===== src/rtl/approx_mult_err_monitor.sv =====
// Error-statistics monitor for 8x8 approximate unsigned multipliers: 3-stage
// pipeline (capture, error distance, accumulate) over a window of N_SAMPLES.
// Optional macro APPROX_ERR_SQ_EN adds a saturating sum of squared errors (sq_sum).
module approx_mult_err_monitor #(
    parameter int N_SAMPLES = 256,
    parameter int SUM_W     = 32
) (
    input  logic               clk,
    input  logic               rst_n,
    input  logic               start,
    input  logic               in_valid,
    output logic               in_ready,
    input  logic [7:0]         x,
    input  logic [7:0]         y,
    input  logic [15:0]        z,
    output logic               busy,
    output logic               done,
    output logic [SUM_W-1:0]   err_sum,
    output logic [15:0]        err_max,
    output logic [15:0]        err_cnt
`ifdef APPROX_ERR_SQ_EN
    ,
    output logic [SUM_W+15:0]  sq_sum
`endif
);

    typedef enum logic [1:0] {
        S_IDLE  = 2'd0,
        S_ACCUM = 2'd1,
        S_DRAIN = 2'd2,
        S_DONE  = 2'd3
    } state_t;

    localparam logic [15:0] LAST_IDX = 16'(N_SAMPLES - 1);

    function automatic logic [15:0] abs_diff(input logic [15:0] a, input logic [15:0] b);
        abs_diff = (a >= b) ? (a - b) : (b - a);
    endfunction

    state_t            r_state;
    logic [15:0]       r_cnt;
    logic              r_busy;
    logic              r_done;

    logic              r_v1;
    logic [7:0]        r_x1;
    logic [7:0]        r_y1;
    logic [15:0]       r_z1;

    logic              r_v2;
    logic [15:0]       r_ed;
    logic              r_nz;

    logic [SUM_W-1:0]  r_sum;
    logic [15:0]       r_max;
    logic [15:0]       r_cnt_err;

    logic              w_accept;
    logic              w_clear;
    logic [15:0]       w_exact;
    logic [15:0]       w_ed;
    logic [SUM_W:0]    w_sum_ext;
    logic [SUM_W-1:0]  w_sum_nxt;

    assign in_ready = (r_state == S_ACCUM);
    assign w_accept = in_valid & in_ready;
    assign w_clear  = start & ((r_state == S_IDLE) | (r_state == S_DONE));

    assign busy    = r_busy;
    assign done    = r_done;
    assign err_sum = r_sum;
    assign err_max = r_max;
    assign err_cnt = r_cnt_err;

    // Window control FSM with registered busy/done flags.
    always_ff @(posedge clk or negedge rst_n) begin
        if (!rst_n) begin
            r_state <= S_IDLE;
            r_cnt   <= 16'd0;
            r_busy  <= 1'b0;
            r_done  <= 1'b0;
        end else begin
            case (r_state)
                S_IDLE, S_DONE: begin
                    if (start) begin
                        r_state <= S_ACCUM;
                        r_cnt   <= 16'd0;
                        r_busy  <= 1'b1;
                        r_done  <= 1'b0;
                    end
                end
                S_ACCUM: begin
                    if (w_accept) begin
                        r_cnt <= r_cnt + 16'd1;
                        if (r_cnt == LAST_IDX) begin
                            r_state <= S_DRAIN;
                        end
                    end
                end
                S_DRAIN: begin
                    // The last sample has committed once both pipeline valids are clear.
                    if (!r_v1 && !r_v2) begin
                        r_state <= S_DONE;
                        r_busy  <= 1'b0;
                        r_done  <= 1'b1;
                    end
                end
                default: begin
                    r_state <= S_IDLE;
                    r_busy  <= 1'b0;
                    r_done  <= 1'b0;
                end
            endcase
        end
    end

    // Stage 1: capture accepted operand/product triples.
    always_ff @(posedge clk or negedge rst_n) begin
        if (!rst_n) begin
            r_v1 <= 1'b0;
            r_x1 <= 8'd0;
            r_y1 <= 8'd0;
            r_z1 <= 16'd0;
        end else begin
            r_v1 <= w_accept;
            if (w_accept) begin
                r_x1 <= x;
                r_y1 <= y;
                r_z1 <= z;
            end
        end
    end

    // z is a full 16-bit value and may exceed 255*255, so the distance is taken both ways.
    always_comb begin
        w_exact = {8'd0, r_x1} * {8'd0, r_y1};
        w_ed    = abs_diff(w_exact, r_z1);
    end

    // Stage 2: register error distance and its nonzero flag.
    always_ff @(posedge clk or negedge rst_n) begin
        if (!rst_n) begin
            r_v2 <= 1'b0;
            r_ed <= 16'd0;
            r_nz <= 1'b0;
        end else begin
            r_v2 <= r_v1;
            if (r_v1) begin
                r_ed <= w_ed;
                r_nz <= (w_ed != 16'd0);
            end
        end
    end

    always_comb begin
        w_sum_ext = {1'b0, r_sum} + {{(SUM_W-15){1'b0}}, r_ed};
        if (w_sum_ext[SUM_W]) begin
            w_sum_nxt = {SUM_W{1'b1}};
        end else begin
            w_sum_nxt = w_sum_ext[SUM_W-1:0];
        end
    end

    // Stage 3: accumulate statistics; start in IDLE/DONE clears them.
    always_ff @(posedge clk or negedge rst_n) begin
        if (!rst_n) begin
            r_sum     <= {SUM_W{1'b0}};
            r_max     <= 16'd0;
            r_cnt_err <= 16'd0;
        end else if (w_clear) begin
            r_sum     <= {SUM_W{1'b0}};
            r_max     <= 16'd0;
            r_cnt_err <= 16'd0;
        end else if (r_v2) begin
            r_sum     <= w_sum_nxt;
            r_max     <= (r_ed > r_max) ? r_ed : r_max;
            r_cnt_err <= r_cnt_err + {15'd0, r_nz};
        end
    end

`ifdef APPROX_ERR_SQ_EN
    logic [SUM_W+15:0] r_sq;
    logic [31:0]       w_sq;
    logic [SUM_W+16:0] w_sq_ext;
    logic [SUM_W+15:0] w_sq_nxt;

    assign sq_sum = r_sq;

    always_comb begin
        w_sq     = r_ed * r_ed;
        w_sq_ext = {1'b0, r_sq} + {{(SUM_W-15){1'b0}}, w_sq};
        if (w_sq_ext[SUM_W+16]) begin
            w_sq_nxt = {(SUM_W+16){1'b1}};
        end else begin
            w_sq_nxt = w_sq_ext[SUM_W+15:0];
        end
    end

    // Squared-error accumulator, aligned with stage 3.
    always_ff @(posedge clk or negedge rst_n) begin
        if (!rst_n) begin
            r_sq <= {(SUM_W+16){1'b0}};
        end else if (w_clear) begin
            r_sq <= {(SUM_W+16){1'b0}};
        end else if (r_v2) begin
            r_sq <= w_sq_nxt;
        end
    end
`endif

endmodule


===== config.mk =====
export PLATFORM = sky130hd
export DESIGN_NAME = approx_mult_err_monitor
export DESIGN_NICKNAME = d
export VERILOG_FILES = /design/src/rtl/approx_mult_err_monitor.sv
export SDC_FILE = /design/constraint.sdc
export NUM_CORES = 1
export LEC_CHECK = 0
export CAP_MARGIN = 20
export CELL_PAD_IN_SITES_DETAIL_PLACEMENT = 1
export CELL_PAD_IN_SITES_GLOBAL_PLACEMENT = 2
export CORE_MARGIN = 2
export CORE_UTILIZATION = 36
export DETAILED_ROUTE_END_ITERATION = 8
export PLACE_DENSITY_LB_ADDON = 0.1
export SLEW_MARGIN = 20
export SYNTH_ARGS = -nofsm -noshare
export SYNTH_HDL_FRONTEND = slang
export SYNTH_SLANG_ARGS = --single-unit

===== constraint.sdc =====
create_clock -name clk -period 7.3 [get_ports clk]
set_input_delay 0.73 -clock clk [delete_from_list [all_inputs] [get_ports clk]]
set_output_delay 0.73 -clock clk [all_outputs]
set_load 0.01 [all_outputs]

==> metrics.md, run 1 <==
| Metric | Value |
|---|---|
| Fin. Hold Viols | `0` |
| Critical path capture point type | `register` |
| Sink Count | `135` |
| Worst hold path type | `in -> async` |
| Remaining global-route overflow | `0` |
| Drt total wl | `28.7 mm` |
| Fin crit period | `6.93 ns` |
| CP max stage delay | `0.54 ns` |
| GR Util All Layers | `19.4%` |
| Setup CP Type | `reg -> reg` |
| Drc violations | `0` |
| Mapped Area | `0.0106 mm2` |
| R2r worst-path depth | `26` |
| Post-Synthesis Cells | `1157` |
| Initial Util | `36.7%` |
| Post-synthesis area per instance | `9.13 um2` |
| Critical-path maximum fanout | `23` |
| CTS Buffer Depth | `2` |
| First-pass DRT Iterations | `5` |
| Status | `completed` |
| Max Fclk | `0.144 GHz` |
| Top cell by count, worst path | `fa_1` |
| Layout area overhead | `19.4%` |
| Area contributors post-synth | `dfrtp_1 32%, ha_1 12%, fa_1 7.4%` |
| H-tree depth | `4` |
| Num ports | `103` |
| Worst slew margin | `35.7%` |
| Vias in the first global route | `9039` |
| Placeable Area | `0.0288 mm2` |
| Post-DP HPWL | `22.0 mm` |
| Slew @ Worst Pin | `0.961 ns` |
| Max-slew violations | `0` |
| Port buffer count | `102` |
| Drt first-iter violations | `386` |
| Syn. warnings | `0` |
| Global-route wire length before repair | `47.8 mm` |
| Share of the synthesized area in the top cell type | `32.0%` |
| Largest net degree at the start of global routing | `70` |
| Placer's final routability congestion estimate | `0.850` |
| Synth Register Bits | `135` |
| Vias per Instance | `5.17` |
| WL per Instance | `17.4 um` |
| Setup TNS | `0 ns` |
| Post-synth top area cell | `dfrtp_1` |
| Die area | `0.0307 mm2` |
| Post-synth EDFFs | `0` |
| Hold WS | `0.329 ns` |
| Share of layout cells above drive strength 1 | `6.48%` |
| WP data required | `7.60 ns` |
| RSZ-0062 raised after global routing | `false` |
| Reg2reg start | `r_x1[1]` |
| Final-report setup violation count | `0` |
| Root Driver | `clkbuf_16` |
| Number of buffers created by CTS | `17` |
| CP startpoint kind | `register` |
| Cts hold-fix bufs | `0` |
| Die extent in y | `175 um` |
| Clock-pin transition on the worst setup and hold timing paths | `0.07 ns` |
| CTS tree | `built` |
| Reg-to-reg endpoint | `r_nz` |
| Top-count cell post-synth | `dfrtp_1` |
| Seq/Total Area, Yosys | `32.0%` |
| Worst skew pair latency | `0.43 ns` |
| CP max-delay cell | `fa_1` |
| Top delay family on crit path | `adder cells` |
| Ant diodes | `0` |
| Synth cell types | `63` |
| Final Cycle Share | `94.9%` |
| Vias | `8529` |
| Clock skew | `0.0148 ns` |
| Worst Path Arrival | `7.23 ns` |
| ANT nets after route | `0` |
| Buffer and inverter count on the worst path | `3` |
| FILL cells | `3283` |
| Die width | `175 um` |
| Initial antenna violation count | `0` |
| Row count | `62` |
| Max-cap viol count | `0` |
| Flop2flop setup slack | `0.37 ns` |
| Commonest cells post-synth | `135 x dfrtp_1, 123 x inv_1, 105 x ha_1, 98 x nor2_1, 82 x nand2_1` |
| Asr flop ratio synth | `100%` |
| Layout Nets | `1433` |
| Top FF cell, synth | `dfrtp_1` |
| Synth Net Count | `1337` |
==> cell families (layout without fill, tap and decap cells) <==
family                   Yosys count  after routing  synth area share [%]
flip-flops                       135            135                  32.0
multiplexers                      51             51                  5.06
adder cells (fa/ha/maj)          144            144                  19.8
buffers and inverters            158            267                  5.90
XOR/XNOR                          65             65                  5.39
AND/OR/NAND/NOR                  348            348                  16.2
AO/OA/AOI/OAI                    256            256                  15.6
==> placed cells by master (no fill, tap or decap), types with 3 or more instances in the layout <==
cell type,netlist,final
a21boi_0,5,5
a21o_1,19,19
a21oi_1,77,75
a311oi_1,4,4
a31oi_1,18,17
and2_1,61,60
and3_1,19,19
and4_1,4,4
buf_4,0,9
clkbuf_16,0,17
clkdlybuf4s50_1,0,101
dfrtp_1,135,134
fa_1,39,39
ha_1,105,104
inv_1,123,123
inv_6,0,5
inv_8,0,4
mux2_2,19,19
mux2i_1,32,32
nand2_1,82,82
nand2b_1,7,7
nand3_1,17,17
nand4_1,14,14
nor2_1,98,97
nor2b_1,11,11
nor3_1,14,14
nor4_1,7,7
o211ai_1,3,3
o21a_1,21,21
o21ai_0,60,60
o21bai_1,5,5
o221ai_1,5,5
o2bb2ai_1,3,3
o31a_1,3,3
o31ai_1,4,4
or3_1,6,6
xnor2_1,31,31
xor2_1,34,34
==> worst register-to-register path, delay by kind of cell, from the launching register on <==
family	cells	cell delay (ns)
xor gates and xnor gates	2	0.35
adders and majority gates	6	2.73
AOI/OAI and AO/OA	9	1.99
and+or+nand+nor	5	0.68
buffers and inverters	3	0.30
DFF	1	0.48
muxes	1	0.25
==> routing by layer <==
layer  wire (um)  global-route usage, %
met5           0                      0
met4         469                   5.35
met3         569                   2.53
met2       14100                   33.3
met1       13600                   25.8
==> cell type report <==
| type | count | area, um2 | share of cell area, % |
|---|---|---|---|
| Clock buffer | 17 | 425 | 3.37 |
| Clock inverter | 15 | 154 | 1.22 |
| Inverter | 123 | 462 | 3.66 |
| Multi-Input combinational cell | 864 | 6600 | 52.3 |
| Sequential cell | 135 | 3380 | 26.8 |
| Tap cell | 384 | 480 | 3.81 |
| Timing Repair Buffer | 112 | 1110 | 8.80 |
==> worst max-delay path by stage <==
stage,start,end,slack (ns),depth (start not counted)
after floorplan,r_x1[1],r_nz,0.77,26
after global placement,r_x1[1],r_nz,0.38,27
after detailed placement,r_x1[1],r_nz,0.21,26
after CTS,r_x1[1],r_nz,0.16,26
after global routing,r_x1[1],r_nz,0.03,26
final,r_x1[1],r_nz,0.37,26
==> registers in the layout, summed over array words and instances (netlist names) <==
signal / cells
r_nz: 1
r_v1: 1
r_cnt: 16
busy: 1
err_max: 16
r_ed: 16
err_cnt: 16
r_state: 2
r_v2: 1
r_x1: 8
r_z1: 16
r_y1: 8
err_sum: 32
done: 1
==> per-stage QoR <==
step	setup slack, ns	std cells	util (%)	area [um2]
detailed placement	0.205	1617	41.6	12000
global route	0.0266	1650	43.8	12600
global placement	0.377	1617	41.6	12000
finish	0.373	1650	43.8	12600
CTS	0.161	1649	43.7	12600
floorplan	0.771	1157	-	10600
==> repair_timing <==
action,4_1_cts,5_1_grt
endpoints found under the setup margin,0,3
gates resized for setup,0,8
buffers inserted,0,1
hold endpoints to repair,0,0
Power of run 1 is left out: the tool's default activity adds up to more than one toggle a clock period on the data nets, which glitch-free logic cannot reach.
==> run 2, diff against run 1 <==
--- a/config.mk
+++ b/config.mk
@@ -11,6 +11,7 @@
 export CORE_MARGIN = 2
 export CORE_UTILIZATION = 36
 export DETAILED_ROUTE_END_ITERATION = 8
+export GPL_ROUTABILITY_DRIVEN = 0
 export PLACE_DENSITY_LB_ADDON = 0.1
 export SLEW_MARGIN = 20
 export SYNTH_ARGS = -nofsm -noshare
==> results of run 2 <==
No change in the layout: final DEF, timing and power equal those of run 1.
Power of run 2 is left out for the same reason.
==> run 3, diff against run 2 <==
--- a/config.mk
+++ b/config.mk
@@ -6,13 +6,10 @@
 export NUM_CORES = 1
 export LEC_CHECK = 0
 export CAP_MARGIN = 20
-export CELL_PAD_IN_SITES_DETAIL_PLACEMENT = 1
-export CELL_PAD_IN_SITES_GLOBAL_PLACEMENT = 2
 export CORE_MARGIN = 2
 export CORE_UTILIZATION = 36
 export DETAILED_ROUTE_END_ITERATION = 8
 export GPL_ROUTABILITY_DRIVEN = 0
-export PLACE_DENSITY_LB_ADDON = 0.1
 export SLEW_MARGIN = 20
 export SYNTH_ARGS = -nofsm -noshare
 export SYNTH_HDL_FRONTEND = slang
==> metrics.md, run 3 (synthesized netlist as in run 1, its figures left out) <==
| Metric | Value |
|---|---|
| Max reg flops | `32` |
| Buffer and inverter count on the worst path | `3` |
| Port buffer count | `102` |
| GR Util All Layers | `16.7%` |
| CP max stage delay | `0.55 ns` |
| Global-route wire length before repair | `41.3 mm` |
| Cts hold-fix bufs | `0` |
| Die area | `0.0307 mm2` |
| Worst skew pair latency | `0.43 ns` |
| Final-report setup violation count | `0` |
| Top delay family on crit path | `adder cells` |
| Number of buffers created by CTS | `17` |
| Num ports | `103` |
| WL met3 | `686 um` |
| Vias | `8448` |
| Top cell by count, worst path | `fa_1` |
| Fin. Hold Viols | `0` |
| Remaining global-route overflow | `0` |
| H-tree depth | `4` |
| FILL cells | `2773` |
| Final Cycle Share | `95.3%` |
| Initial Util | `36.7%` |
| Fin crit period | `6.96 ns` |
| WP data required | `7.61 ns` |
| Max-cap viol count | `0` |
| Root Driver | `clkbuf_16` |
| Slew @ Worst Pin | `0.919 ns` |
| WL per Instance | `15.3 um` |
| Commonest non-fill, non-tap cell in the layout | `dfrtp_1` |
| Worst Path Arrival | `7.26 ns` |
| Most frequent cells in the layout | `131 x dfrtp_1, 123 x inv_1, 105 x ha_1` |
| CTS Buffer Depth | `2` |
| Vias per Instance | `5.11` |
| Drt total wl | `25.4 mm` |
| ANT nets after route | `0` |
| Initial antenna violation count | `0` |
| Layout Nets | `1437` |
| Drt first-iter violations | `477` |
| Sink Count | `135` |
| Share of layout cells above drive strength 1 | `6.54%` |
| Row count | `62` |
| Die width | `175 um` |
| Setup CP Type | `reg -> reg` |
| CP max-delay cell | `fa_1` |
| Worst slew margin | `38.5%` |
| Die extent in y | `175 um` |
| Vias in the first global route | `8106` |
| Top routing layer used | `met4` |
| Worst hold path type | `in -> async` |
| Setup TNS | `0 ns` |
| Largest net degree at the start of global routing | `70` |
| Placeable Area | `0.0288 mm2` |
| Clock skew | `0.0114 ns` |
| First-pass DRT Iterations | `5` |
| Max-slew violations | `0` |
| CTS tree | `built` |
| Met2 WL | `12.0 mm` |
| Layout area overhead | `19.6%` |
| Flop2flop setup slack | `0.34 ns` |
| Clock-pin transition on the worst setup and hold timing paths | `0.07 ns` |
| CP startpoint kind | `register` |
| Met1 wire length | `12.4 mm` |
| Post-DP HPWL | `19.0 mm` |
| Drc violations | `0` |
| Critical path capture point type | `register` |
| Max Fclk | `0.144 GHz` |
| Ant diodes | `0` |
| Critical-path maximum fanout | `9` |
| Status | `completed` |
| RSZ-0062 raised after global routing | `false` |
## run 3: repair_timing
item	in CTS	in global routing
gates resized for setup	0	7
setup buffers	0	1
setup endpoints to repair	0	3
## run 3: layer usage
metal / track usage [%] / vias to the layer above
met4: 4.34 / 0
met5: 0 / -
met3: 2.16 / 20
met2: 27.5 / 144
met1: 23.0 / 4106
li1: - / 4178
## run 3: final timing paths
kind,end,from,depth (start not counted)
setup / recovery,r_nz,r_y1[3],26
hold / removal,err_sum[27],rst_n,1
setup reg to reg,r_nz,r_y1[3],26
hold reg to reg,r_cnt[15],r_cnt[15],2
max in group asynchronous,r_x1[1],rst_n,2
min in group clk,r_cnt[15],r_cnt[15],2
## run 3: through the flow
| stage | utilization, % | hold slack, ns | instance area [um2] | setup WS [ns] | instances |
|---|---|---|---|---|---|
| after floorplan | - | 0.434 | 10600 | 0.771 | 1157 |
| after global placement | 41.7 | 0.519 | 12000 | 0.281 | 1620 |
| after detailed placement | 41.7 | 0.540 | 12000 | 0.132 | 1620 |
| after CTS | 43.8 | 0.331 | 12600 | 0.108 | 1652 |
| after global routing | 43.9 | 0.355 | 12600 | 0.00176 | 1654 |
| final | 43.9 | 0.312 | 12600 | 0.344 | 1654 |
## run 3: area by class of cell
cell class | instances | area (um2) | share of cell area, %
clock buffer | 17 | 425 | 3.37
clock inverter | 15 | 175 | 1.39
inverter | 123 | 462 | 3.65
multi-input combinational | 865 | 6590 | 52.1
sequential | 135 | 3380 | 26.8
tap | 384 | 480 | 3.80
timing repair buffer | 115 | 1120 | 8.86
## run 3: worst register-to-register path: stages (launching register included)
cell,delay (ns)
dfrtp_1,0.48
and2_1,0.22
fa_1,0.41
fa_1,0.55
inv_1,0.05
fa_1,0.46
fa_1,0.54
inv_1,0.04
ha_1,0.34
a21oi_2,0.20
o21bai_1,0.08
a21oi_1,0.24
nor2b_1,0.08
o21a_1,0.18
o31a_1,0.26
nor2_1,0.18
xnor2_1,0.15
ha_1,0.32
a21o_1,0.20
a21o_1,0.19
a21oi_2,0.26
o21ai_4,0.16
buf_4,0.19
o31ai_2,0.29
o221ai_1,0.20
xor2_1,0.20
o32a_1,0.36
Power of run 3 is left out for the same reason.
